## config.mk

```make
export PLATFORM = sky130hd
export DESIGN_NAME = muldiv_sequencer
export DESIGN_NICKNAME = d
export VERILOG_FILES = /design/src/rtl/muldiv_sequencer.sv
export SDC_FILE = /design/constraint.sdc
export NUM_CORES = 1
export LEC_CHECK = 0
export CORE_MARGIN = 8
export CORE_UTILIZATION = 25
export CTS_CLUSTER_SIZE = 25
export DETAILED_ROUTE_END_ITERATION = 8
export PLACE_DENSITY = 0.44
export REMOVE_ABC_BUFFERS = 1
export SLEW_MARGIN = 15
export SYNTH_ARGS = -nofsm -noshare
export SYNTH_HDL_FRONTEND = slang
export SYNTH_SLANG_ARGS = --single-unit
```

## constraint.sdc

```tcl
create_clock -name clk -period 3.82 [get_ports clk]
set_input_delay 0.764 -clock clk [delete_from_list [all_inputs] [get_ports clk]]
set_output_delay 0.764 -clock clk [all_outputs]
set_load 0.02 [all_outputs]
```

## src/rtl/muldiv_sequencer.sv

```systemverilog
// ============================================================================
// Module   : muldiv_sequencer
// Purpose  : Iterative RV32M multiply/divide unit (32-step shift-add /
//            restoring shift-subtract) with flush and fetch-stall control.
//            Optional macro MULDIV_EARLY_OUT_EN: divide-by-zero and signed
//            overflow finish straight from IDLE.
// Revision : 1.0 - initial release
// ============================================================================
`default_nettype none

module muldiv_sequencer (
    input  logic        clk,
    input  logic        rst_n,
    input  logic        start,
    input  logic [2:0]  funct3,
    input  logic [31:0] rs1,
    input  logic [31:0] rs2,
    input  logic        flush,
    output logic        busy,
    output logic        stall,
    output logic        done,
    output logic [31:0] result
);

    typedef enum logic [1:0] {
        S_IDLE  = 2'd0,
        S_RUN   = 2'd1,
        S_FIXUP = 2'd2,
        S_DONE  = 2'd3
    } state_t;

    state_t      state_q, state_d;
    logic [4:0]  cnt_q, cnt_d;
    logic [2:0]  op_q, op_d;
    logic [31:0] a_q, a_d;
    logic [31:0] b_q, b_d;
    logic        sa_q, sa_d;
    logic        sb_q, sb_d;
    logic [63:0] prod_q, prod_d;
    logic [31:0] result_q, result_d;

    // Operand signedness and magnitudes taken straight from the request
    logic        w_sgn_a, w_sgn_b, w_sa, w_sb;
    logic [31:0] w_a_mag, w_b_mag;

    assign w_sgn_a = (funct3 == 3'b001) | (funct3 == 3'b010) | (funct3[2] & ~funct3[0]);
    assign w_sgn_b = (funct3 == 3'b001) | (funct3[2] & ~funct3[0]);
    assign w_sa    = w_sgn_a & rs1[31];
    assign w_sb    = w_sgn_b & rs2[31];
    assign w_a_mag = w_sa ? -rs1 : rs1;
    assign w_b_mag = w_sb ? -rs2 : rs2;

`ifdef MULDIV_EARLY_OUT_EN
    logic        w_in_dz, w_in_ovf, w_early;
    logic [31:0] w_early_res;

    assign w_in_dz     = (rs2 == 32'd0);
    assign w_in_ovf    = funct3[2] & ~funct3[0] & (rs1 == 32'h8000_0000) & (rs2 == 32'hFFFF_FFFF);
    assign w_early     = funct3[2] & (w_in_dz | w_in_ovf);
    assign w_early_res = funct3[1] ? (w_in_dz ? rs1 : 32'd0)
                                   : (w_in_dz ? 32'hFFFF_FFFF : 32'h8000_0000);
`endif

    // One iteration step; multiply consumes the multiplier LSB-first from prod_q[31:0]
    logic [32:0] w_mul_sum;
    logic [63:0] w_mul_next;
    logic [32:0] w_rem_sh;
    logic        w_ge;
    logic [31:0] w_diff;
    logic [63:0] w_div_next;

    assign w_mul_sum  = {1'b0, prod_q[63:32]} + (prod_q[0] ? {1'b0, a_q} : 33'd0);
    assign w_mul_next = {w_mul_sum, prod_q[31:1]};
    assign w_rem_sh   = {prod_q[63:32], prod_q[31]};
    assign w_ge       = (w_rem_sh >= {1'b0, b_q});
    assign w_diff     = w_rem_sh[31:0] - b_q;
    assign w_div_next = {(w_ge ? w_diff : w_rem_sh[31:0]), prod_q[30:0], w_ge};

    logic [63:0] w_prod_fix;
    logic [31:0] w_quo, w_rem, w_mul_res, w_div_res, w_fix_res;

    assign w_prod_fix = (sa_q ^ sb_q) ? -prod_q : prod_q;
    assign w_quo      = prod_q[31:0];
    assign w_rem      = prod_q[63:32];
    assign w_mul_res  = (op_q[1:0] == 2'b00) ? w_prod_fix[31:0] : w_prod_fix[63:32];

    // Divide-by-zero is patched here so the long path matches the early-out result
    always_comb begin
        w_div_res = 32'd0;
        if (b_q == 32'd0)
            w_div_res = op_q[1] ? (sa_q ? -a_q : a_q) : 32'hFFFF_FFFF;
        else if (op_q[1])
            w_div_res = sa_q ? -w_rem : w_rem;
        else
            w_div_res = (sa_q ^ sb_q) ? -w_quo : w_quo;
    end

    assign w_fix_res = op_q[2] ? w_div_res : w_mul_res;

    always_comb begin
        state_d  = state_q;
        cnt_d    = cnt_q;
        op_d     = op_q;
        a_d      = a_q;
        b_d      = b_q;
        sa_d     = sa_q;
        sb_d     = sb_q;
        prod_d   = prod_q;
        result_d = result_q;
        case (state_q)
            S_IDLE: begin
                if (start && !flush) begin
                    op_d    = funct3;
                    a_d     = w_a_mag;
                    b_d     = w_b_mag;
                    sa_d    = w_sa;
                    sb_d    = w_sb;
                    cnt_d   = 5'd0;
                    prod_d  = funct3[2] ? {32'd0, w_a_mag} : {32'd0, w_b_mag};
                    state_d = S_RUN;
`ifdef MULDIV_EARLY_OUT_EN
                    if (w_early) begin
                        result_d = w_early_res;
                        state_d  = S_DONE;
                    end
`endif
                end
            end
            S_RUN: begin
                if (flush) begin
                    state_d = S_IDLE;
                end else begin
                    prod_d = op_q[2] ? w_div_next : w_mul_next;
                    cnt_d  = cnt_q + 5'd1;
                    if (cnt_q == 5'd31)
                        state_d = S_FIXUP;
                end
            end
            S_FIXUP: begin
                if (flush) begin
                    state_d = S_IDLE;
                end else begin
                    result_d = w_fix_res;
                    state_d  = S_DONE;
                end
            end
            default: state_d = S_IDLE;
        endcase
    end

    always_ff @(posedge clk or negedge rst_n) begin
        if (!rst_n) begin
            state_q  <= S_IDLE;
            cnt_q    <= 5'd0;
            op_q     <= 3'd0;
            a_q      <= 32'd0;
            b_q      <= 32'd0;
            sa_q     <= 1'b0;
            sb_q     <= 1'b0;
            prod_q   <= 64'd0;
            result_q <= 32'd0;
        end else begin
            state_q  <= state_d;
            cnt_q    <= cnt_d;
            op_q     <= op_d;
            a_q      <= a_d;
            b_q      <= b_d;
            sa_q     <= sa_d;
            sb_q     <= sb_d;
            prod_q   <= prod_d;
            result_q <= result_d;
        end
    end

    assign busy   = (state_q != S_IDLE);
    assign stall  = rst_n & ((start & (state_q == S_IDLE)) | (state_q == S_RUN) | (state_q == S_FIXUP));
    assign done   = (state_q == S_DONE) & ~flush;
    assign result = result_q;

endmodule

`default_nettype wire

```

==> flow_summary.toml, run 1 <==
[clock_tree]
number_of_sinks_handled_by_clock_tree_synthesis = 172
cts.reportedPaths.clkPinSlew_ns = 0.08
cts_buffers = 17
cts_max_path_buffers = 2
cts_htree_levels = 4
clk_latency_ns = 0.47
tritoncts = "built"
cts-root-buf = "clkbuf_16"

[run]
max_cap_viol_count = 0

[grt]
overall_routing_resource_usage_pct = 17.93
grt-ovfl-total = 0
via_count_of_the_first_global_routing_pass = 15690
grt_max_degree = 128
global_route_wire_length_before_repair_mm = 102.0
antenna_found_initial = 0

[yosys]
syn_area_sq_um = 16160
postSynth.asyncResetShare_pct = 100.0
post_synth_and_or_nand_nor_area_fraction_pct = 20.26
synth_mux_area_share_pct = 4.111
ys.flop_type = "dfrtp_1"
synth_adder_area_share_pct = 5.744
syn_avg_cell_area_sq_um = 7.606
post_synth_inst_count = 2125
fraction_of_the_mapped_netlist_area_in_compound_gates_pct = 25.51
synth_xor_area_share_pct = 12.84
total_of_flip_flops_plus_latches_after_synthesis = 172
synth.lib_cells_used.distinct = 69
synth_seq_area_share_pct = 26.63
count_of_flip_flops_with_a_built_in_enable_after_synthesis = 0
combinational_family_with_the_most_area_after_synthesis = "compound AO/OA/AOI/OAI gates"
yosys_warnings = 0

[final_layout]
design.final.nets = 2381
layout.area.seq_sq_um = 4309
multi_input_area_sq_um = 11140
utilization_pct = 30.34
final_common_cell = "nand2_1"
n_fill_cell = 6909
synthesis_to_layout_area_growth_pct = 20.58
mostFrequentLayoutCells = "303 x nand2_1, 235 x o21ai_0, 168 x dfrtp_1"
post_route_cells_drive_above_1_share_pct = 8.711

[die]
die-height_um = 270.3
coreArea_sq_um = 64230
start_util_pct = 25.16
die_width_um = 270.3
rows = 93
io_pins = 106
design.die.area_sq_um = 73040

[setup_path]
worst_setup_path_end_kind = "flop"
path_cells = "inv_1 -> ha_1 -> or3b_4 -> or3_4 -> or4_4 -> or4b_4 -> or3_1 -> nand2_1 -> xnor2_1 -> o21ai_0 -> a221o_1 -> nand3_1"
critical_path.startpoint_type = "flop"
crit_required_ns = 4.23
cp.arrival_ns = 4.11
worstPathMaxFanout = 7
crit_type = "flop to flop"
cp_slowest_stage_delay_ns = 0.60
cp.buffers_inverters = 1
cpLargestDelayFamily = "simple AND/OR/NAND/NOR gates"
timing.critical_path.slowest_stage_cell = "or4_4"

[drt]
route.detailed.wl_per_inst_um = 21.82
drt_iter0_drc = 1268
vias_after_detailed_routing = 16110
post-route-drc-count = 0
final_antenna_net_count = 0
drtPass1Iterations = 5
drt-total-wl_mm = 67.77
viasPerCell = 5.187

[sta]
achievable-frequency_ghz = 0.2701
worst-slew-pin-transition_ns = 1.169
hold_viol_final = 0
timing.slew.headroom_pct = 21.80
fin_worst_skew_ns = 0.01307
period_share_pct = 96.91
setup-violations-final = 0
layout_min_cycle_time_ns = 3.702
timing_max_transition_violations_final = 0
rsz0062_at_grt = "no"

[placed_design]
globalplace.congestion = 0.9004
numPortBuffers = 105
hpwl_mm = 53.07

[hold_path]
timing.hold.worst.class = "input port to asynchronous set/reset pin"

[power_and_ir_drop]
power_per_cell_area_nw_per_um2 = 688.2
power.total_w = 0.01341
total_leakage_power_nw = 8.334
vdd_drop_max_mv = 0.3523

[status]
status = "complete, no violations"
[synthesized netlist by cell type (all sizes together) (4+ instances only)]
| library cell | instances | area share, % |
|---|---|---|
| nand3 | 24 | 0.74 |
| nand4 | 12 | 0.46 |
| nor2 | 163 | 3.8 |
| inv | 66 | 1.5 |
| o211ai | 22 | 1.0 |
| o22ai | 6 | 0.23 |
| xor2 | 109 | 5.9 |
| o41ai | 9 | 0.49 |
| buf | 10 | 0.31 |
| clkbuf | 131 | 3.0 |
| o21ai | 240 | 7.4 |
| a22oi | 9 | 0.42 |
| a211oi | 19 | 0.88 |
| or4 | 17 | 0.79 |
| dfrtp | 172 | 27 |
| xnor2 | 128 | 6.9 |
| a221o | 26 | 1.6 |
| a21oi | 148 | 4.6 |
| a32oi | 4 | 0.22 |
| a22o | 6 | 0.33 |
| nor2b | 9 | 0.35 |
| nor4 | 30 | 1.2 |
| a211o | 4 | 0.22 |
| or3 | 26 | 1.1 |
| a31oi | 29 | 1.1 |
| nor3 | 29 | 0.90 |
| o31ai | 44 | 2.1 |
| and2 | 36 | 1.4 |
| o21bai | 12 | 0.56 |
| mux2i | 63 | 3.9 |
| or4b | 5 | 0.33 |
| nand2b | 21 | 0.81 |
| a221oi | 11 | 0.60 |
| and3 | 13 | 0.50 |
| o221ai | 7 | 0.38 |
| o21a | 6 | 0.28 |
| nor3b | 4 | 0.19 |
| or2 | 5 | 0.19 |
| ha | 71 | 5.5 |
| a21o | 45 | 2.1 |
| nand2 | 303 | 7.0 |
[power breakdown]
| part | switching, W | internal, W | leakage [nW] | total (W) |
|---|---|---|---|---|
| clock | 0.000895 | 0.000995 | 0.282 | 0.00189 |
| combinational | 0.00498 | 0.00360 | 5.87 | 0.00858 |
| sequential | 0.000726 | 0.00222 | 2.19 | 0.00294 |
| total | 0.00660 | 0.00681 | 8.33 | 0.0134 |
[cell type report]
type | count | share of cell area (%)
Timing Repair Buffer | 234 | 10.86
Sequential cell | 172 | 22.11
Tap cell | 855 | 5.489
Clock buffer | 18 | 2.253
Antenna cell | 1 | 0.01284
Clock inverter | 14 | 0.8153
Multi-Input combinational cell | 1745 | 57.17
Inverter | 67 | 1.290
[what timing repair did]
action | CTS | global route
resized for setup | 1 | 6
endpoints found under the setup margin | 1 | 8
hold buffers | 0 | 0
pin swaps | 0 | 2
hold endpoints to repair | 0 | 0
buffers inserted | 0 | 1
cloned | 0 | 1
[routing by layer]
| layer | up-vias | share of wire, % | track usage [%] |
|---|---|---|---|
| met4 | 0 | 2.4 | 5.354 |
| met1 | 7759 | 47 | 24.91 |
| met3 | 74 | 4.4 | 1.726 |
| li1 | 7794 | - | - |
| met2 | 483 | 46 | 29.17 |
| met5 | - | 0 | 0 |
[per-stage QoR]
| step | setup TNS [ns] | std cells | hold slack, ns | cell area (sq um) | setup slack (ns) |
|---|---|---|---|---|---|
| after CTS | 0 | 3103 | 0.4894 | 19430 | 0.1088 |
| after floorplan | -98.14 | 1984 | 0.4684 | 15620 | -2.389 |
| after global routing | 0 | 3105 | 0.4864 | 19490 | 0.005484 |
| after detailed placement | 0 | 3071 | 0.4734 | 18830 | 0.01725 |
| final | 0 | 3106 | 0.3828 | 19490 | 0.1182 |
| after global placement | 0 | 3071 | 0.4663 | 18830 | 0.03045 |
[path summary, 6_finish.rpt]
path | from | end | slack, ns | cells after the start
worst max-delay path | prod_q[32]$_DFFE_PN0P_ | result[20]$_DFFE_PN0P_ | 0.12 | 12
worst min-delay path | rst_n | b_q[26]$_DFFE_PN0P_ | 0.38 | 2
worst max register to register | prod_q[32]$_DFFE_PN0P_ | result[20]$_DFFE_PN0P_ | 0.12 | 12
worst min register to register | result[7]$_DFFE_PN0P_ | result[7]$_DFFE_PN0P_ | 0.48 | 2
max in group asynchronous | rst_n | b_q[6]$_DFFE_PN0P_ | 2.67 | 2
min in group clk | result[7]$_DFFE_PN0P_ | result[7]$_DFFE_PN0P_ | 0.48 | 2
[registers in the layout, indices dropped and copies added (netlist names)]
name and count:
cnt_q 5, state_q 2, sa_q 1, op_q 3, prod_q 64, sb_q 1, a_q 32, b_q 32
result 32
[logic make-up after synthesis]
logic type | count (synthesis)
buffers and inverters | 208
AO/OA/AOI/OAI | 664
AND/OR/NAND/NOR | 706
flip-flops | 172
XOR/XNOR | 237
multiplexers | 65
adder cells (fa/ha/maj) | 73
No activity file was read; power rests on OpenSTA's default activity.
==> run 2: changes to the inputs <==
--- a/config.mk
+++ b/config.mk
@@ -5,12 +5,14 @@
 export SDC_FILE = /design/constraint.sdc
 export NUM_CORES = 1
 export LEC_CHECK = 0
+export CAP_MARGIN = 20
 export CORE_MARGIN = 8
 export CORE_UTILIZATION = 25
 export CTS_CLUSTER_SIZE = 25
 export DETAILED_ROUTE_END_ITERATION = 8
 export PLACE_DENSITY = 0.44
 export REMOVE_ABC_BUFFERS = 1
+export SKIP_CTS_REPAIR_TIMING = 1
 export SLEW_MARGIN = 15
 export SYNTH_ARGS = -nofsm -noshare
 export SYNTH_HDL_FRONTEND = slang
==> run 2 against run 1 <==
Compared with the run above: hold slack improved by 0.0070 ns; die area is the same; sequential cell count stayed put; core utilization unchanged; largest cell class unchanged; clock-buffer cell count stayed put; fmax about the same; clock skew up 0.00096 ns; sequential power barely moved; total power about the same; non-clock buffer count unchanged; global-route usage is essentially flat.
==> flow_summary.toml, run 2 (synthesis gave the netlist of run 1 again) <==
[placed_design]
globalplace.congestion = 0.9004
dp.cells = 3071
placed_area_sq_um = 18830
hpwl_mm = 53.07
numPortBuffers = 105

[grt]
antenna_found_initial = 0
grt_max_degree = 128
global_route_wire_length_before_repair_mm = 102.1
grt-ovfl-total = 0
via_count_of_the_first_global_routing_pass = 15690
overall_routing_resource_usage_pct = 17.93

[final_layout]
utilization_pct = 30.34
final-instance-count-excl-fill = 3106
final_common_cell = "nand2_1"
postLayoutCellArea_sq_um = 19490
synthesis_to_layout_area_growth_pct = 20.58
max_flop_register = "prod_q"
post_route_cells_drive_above_1_share_pct = 8.711
largest_register_ffs = 64
design.final.nets = 2381
mostFrequentLayoutCells = "303 x nand2_1, 235 x o21ai_0, 168 x dfrtp_1"

[clock_tree]
cts_htree_levels = 4
cts_max_path_buffers = 2
clk_latency_ns = 0.48
number_of_sinks_handled_by_clock_tree_synthesis = 172
tritoncts = "built"
cts.reportedPaths.clkPinSlew_ns = 0.08
cts_buffers = 17
cts-root-buf = "clkbuf_16"

[setup_path]
critical_path.startpoint_type = "flop"
regToRegEndpoint = "result[20]$_DFFE_PN0P_"
r2r_start = "prod_q[32]$_DFFE_PN0P_"
reg2reg_depth = 12
worstPathMaxFanout = 7
cp.arrival_ns = 4.11
crit_required_ns = 4.23
timing.reg2reg.setup_slack_ns = 0.12
worst_setup_path_end_kind = "flop"
crit_type = "flop to flop"

[die]
start_util_pct = 25.16
design.die.area_sq_um = 73040
die_width_um = 270.3
coreArea_sq_um = 64230
rows = 93
io_pins = 106
die-height_um = 270.3

[drt]
detailroute.wirelength.met2_mm = 31.13
final_antenna_net_count = 0
post-route-drc-count = 0
wl_met1_mm = 32.03
route.detailed.wl_per_inst_um = 21.82
drtPass1Iterations = 5
highest_layer = "met4"
viasPerCell = 5.180
vias_after_detailed_routing = 16090
drt_iter0_drc = 1233
met3WireLength_mm = 3.037
drt-total-wl_mm = 67.79

[sta]
fin_worst_skew_ns = 0.01403
period_share_pct = 96.81
fin_worst_hold_slack_ns = 0.3898
timing.slew.headroom_pct = 20.85
rsz0062_at_grt = "no"
setup-violations-final = 0
timing_max_transition_violations_final = 0
worst-slew-pin-transition_ns = 1.183
achievable-frequency_ghz = 0.2704
layout_min_cycle_time_ns = 3.698
hold_viol_final = 0

[status]
status = "complete, no violations"

[power_and_ir_drop]
total_leakage_power_nw = 8.334
vdd_drop_max_mv = 0.3530
power_per_cell_area_nw_per_um2 = 688.4
power.total_w = 0.01342

[hold_path]
timing.hold.worst.class = "input port to asynchronous set/reset pin"

[run]
max_cap_viol_count = 0
run 2: worst max path at each step:
stage / from / to / slack, ns / depth (start not counted)
after detailed placement: rs1[9] / prod_q[31]$_DFFE_PN0P_ / 0.02 / 12
final: prod_q[32]$_DFFE_PN0P_ / result[20]$_DFFE_PN0P_ / 0.12 / 12
after floorplan: prod_q[37]$_DFFE_PN0P_ / prod_q[36]$_DFFE_PN0P_ / -2.39 / 10
after CTS: prod_q[32]$_DFFE_PN0P_ / result[20]$_DFFE_PN0P_ / -0.01 / 12
after global placement: prod_q[32]$_DFFE_PN0P_ / result[20]$_DFFE_PN0P_ / 0.03 / 12
after global routing: prod_q[32]$_DFFE_PN0P_ / result[26]$_DFFE_PN0P_ / 0.005 / 12
run 2: worst max-delay path, stage by stage, from the launching register on:
cell and delay [ns]:
dfrtp_1 0.39, inv_1 0.10, ha_1 0.17, or3b_4 0.39, or3_4 0.37, or4_4 0.60, or4b_4 0.53, or3_1 0.34
nand2_1 0.10, xnor2_1 0.13, o21ai_0 0.10, a221o_1 0.36, nand3_1 0.08
run 2: where the power goes:
group / internal [W] / total [W] / switching (W) / leakage [nW]
Sequential: 0.00222 / 0.00294 / 0.000728 / 2.19
Clock: 0.000994 / 0.00189 / 0.000891 / 0.282
Combinational: 0.00360 / 0.00859 / 0.00499 / 5.87
run 2: cell type report:
type                       instances  area [sq um]
clock buffer                      18         439.2
antenna                            1         2.502
tap                              855          1070
clock inverter                    14         158.9
fill                            6909         44740
inverter                          67         251.5
multi-input combinational       1745         11140
sequential                       172          4309
timing repair buffer             234          2116
run 2: routing by layer:
metal | track usage [%] | vias up
li1 | - | 7800
met1 | 24.92 | 7740
met2 | 29.17 | 480
met3 | 1.726 | 68
met4 | 5.354 | 0
met5 | 0 | -
run 2: through the flow:
stage	worst slack [ns]	TNS, ns
6_report	0.1219	0
5_1_grt	0.005122	0
4_1_cts	-0.01216	-0.01216
3_5_place_dp	0.01725	0
3_3_place_gp	0.03045	0
2_1_floorplan	-2.389	-98.14
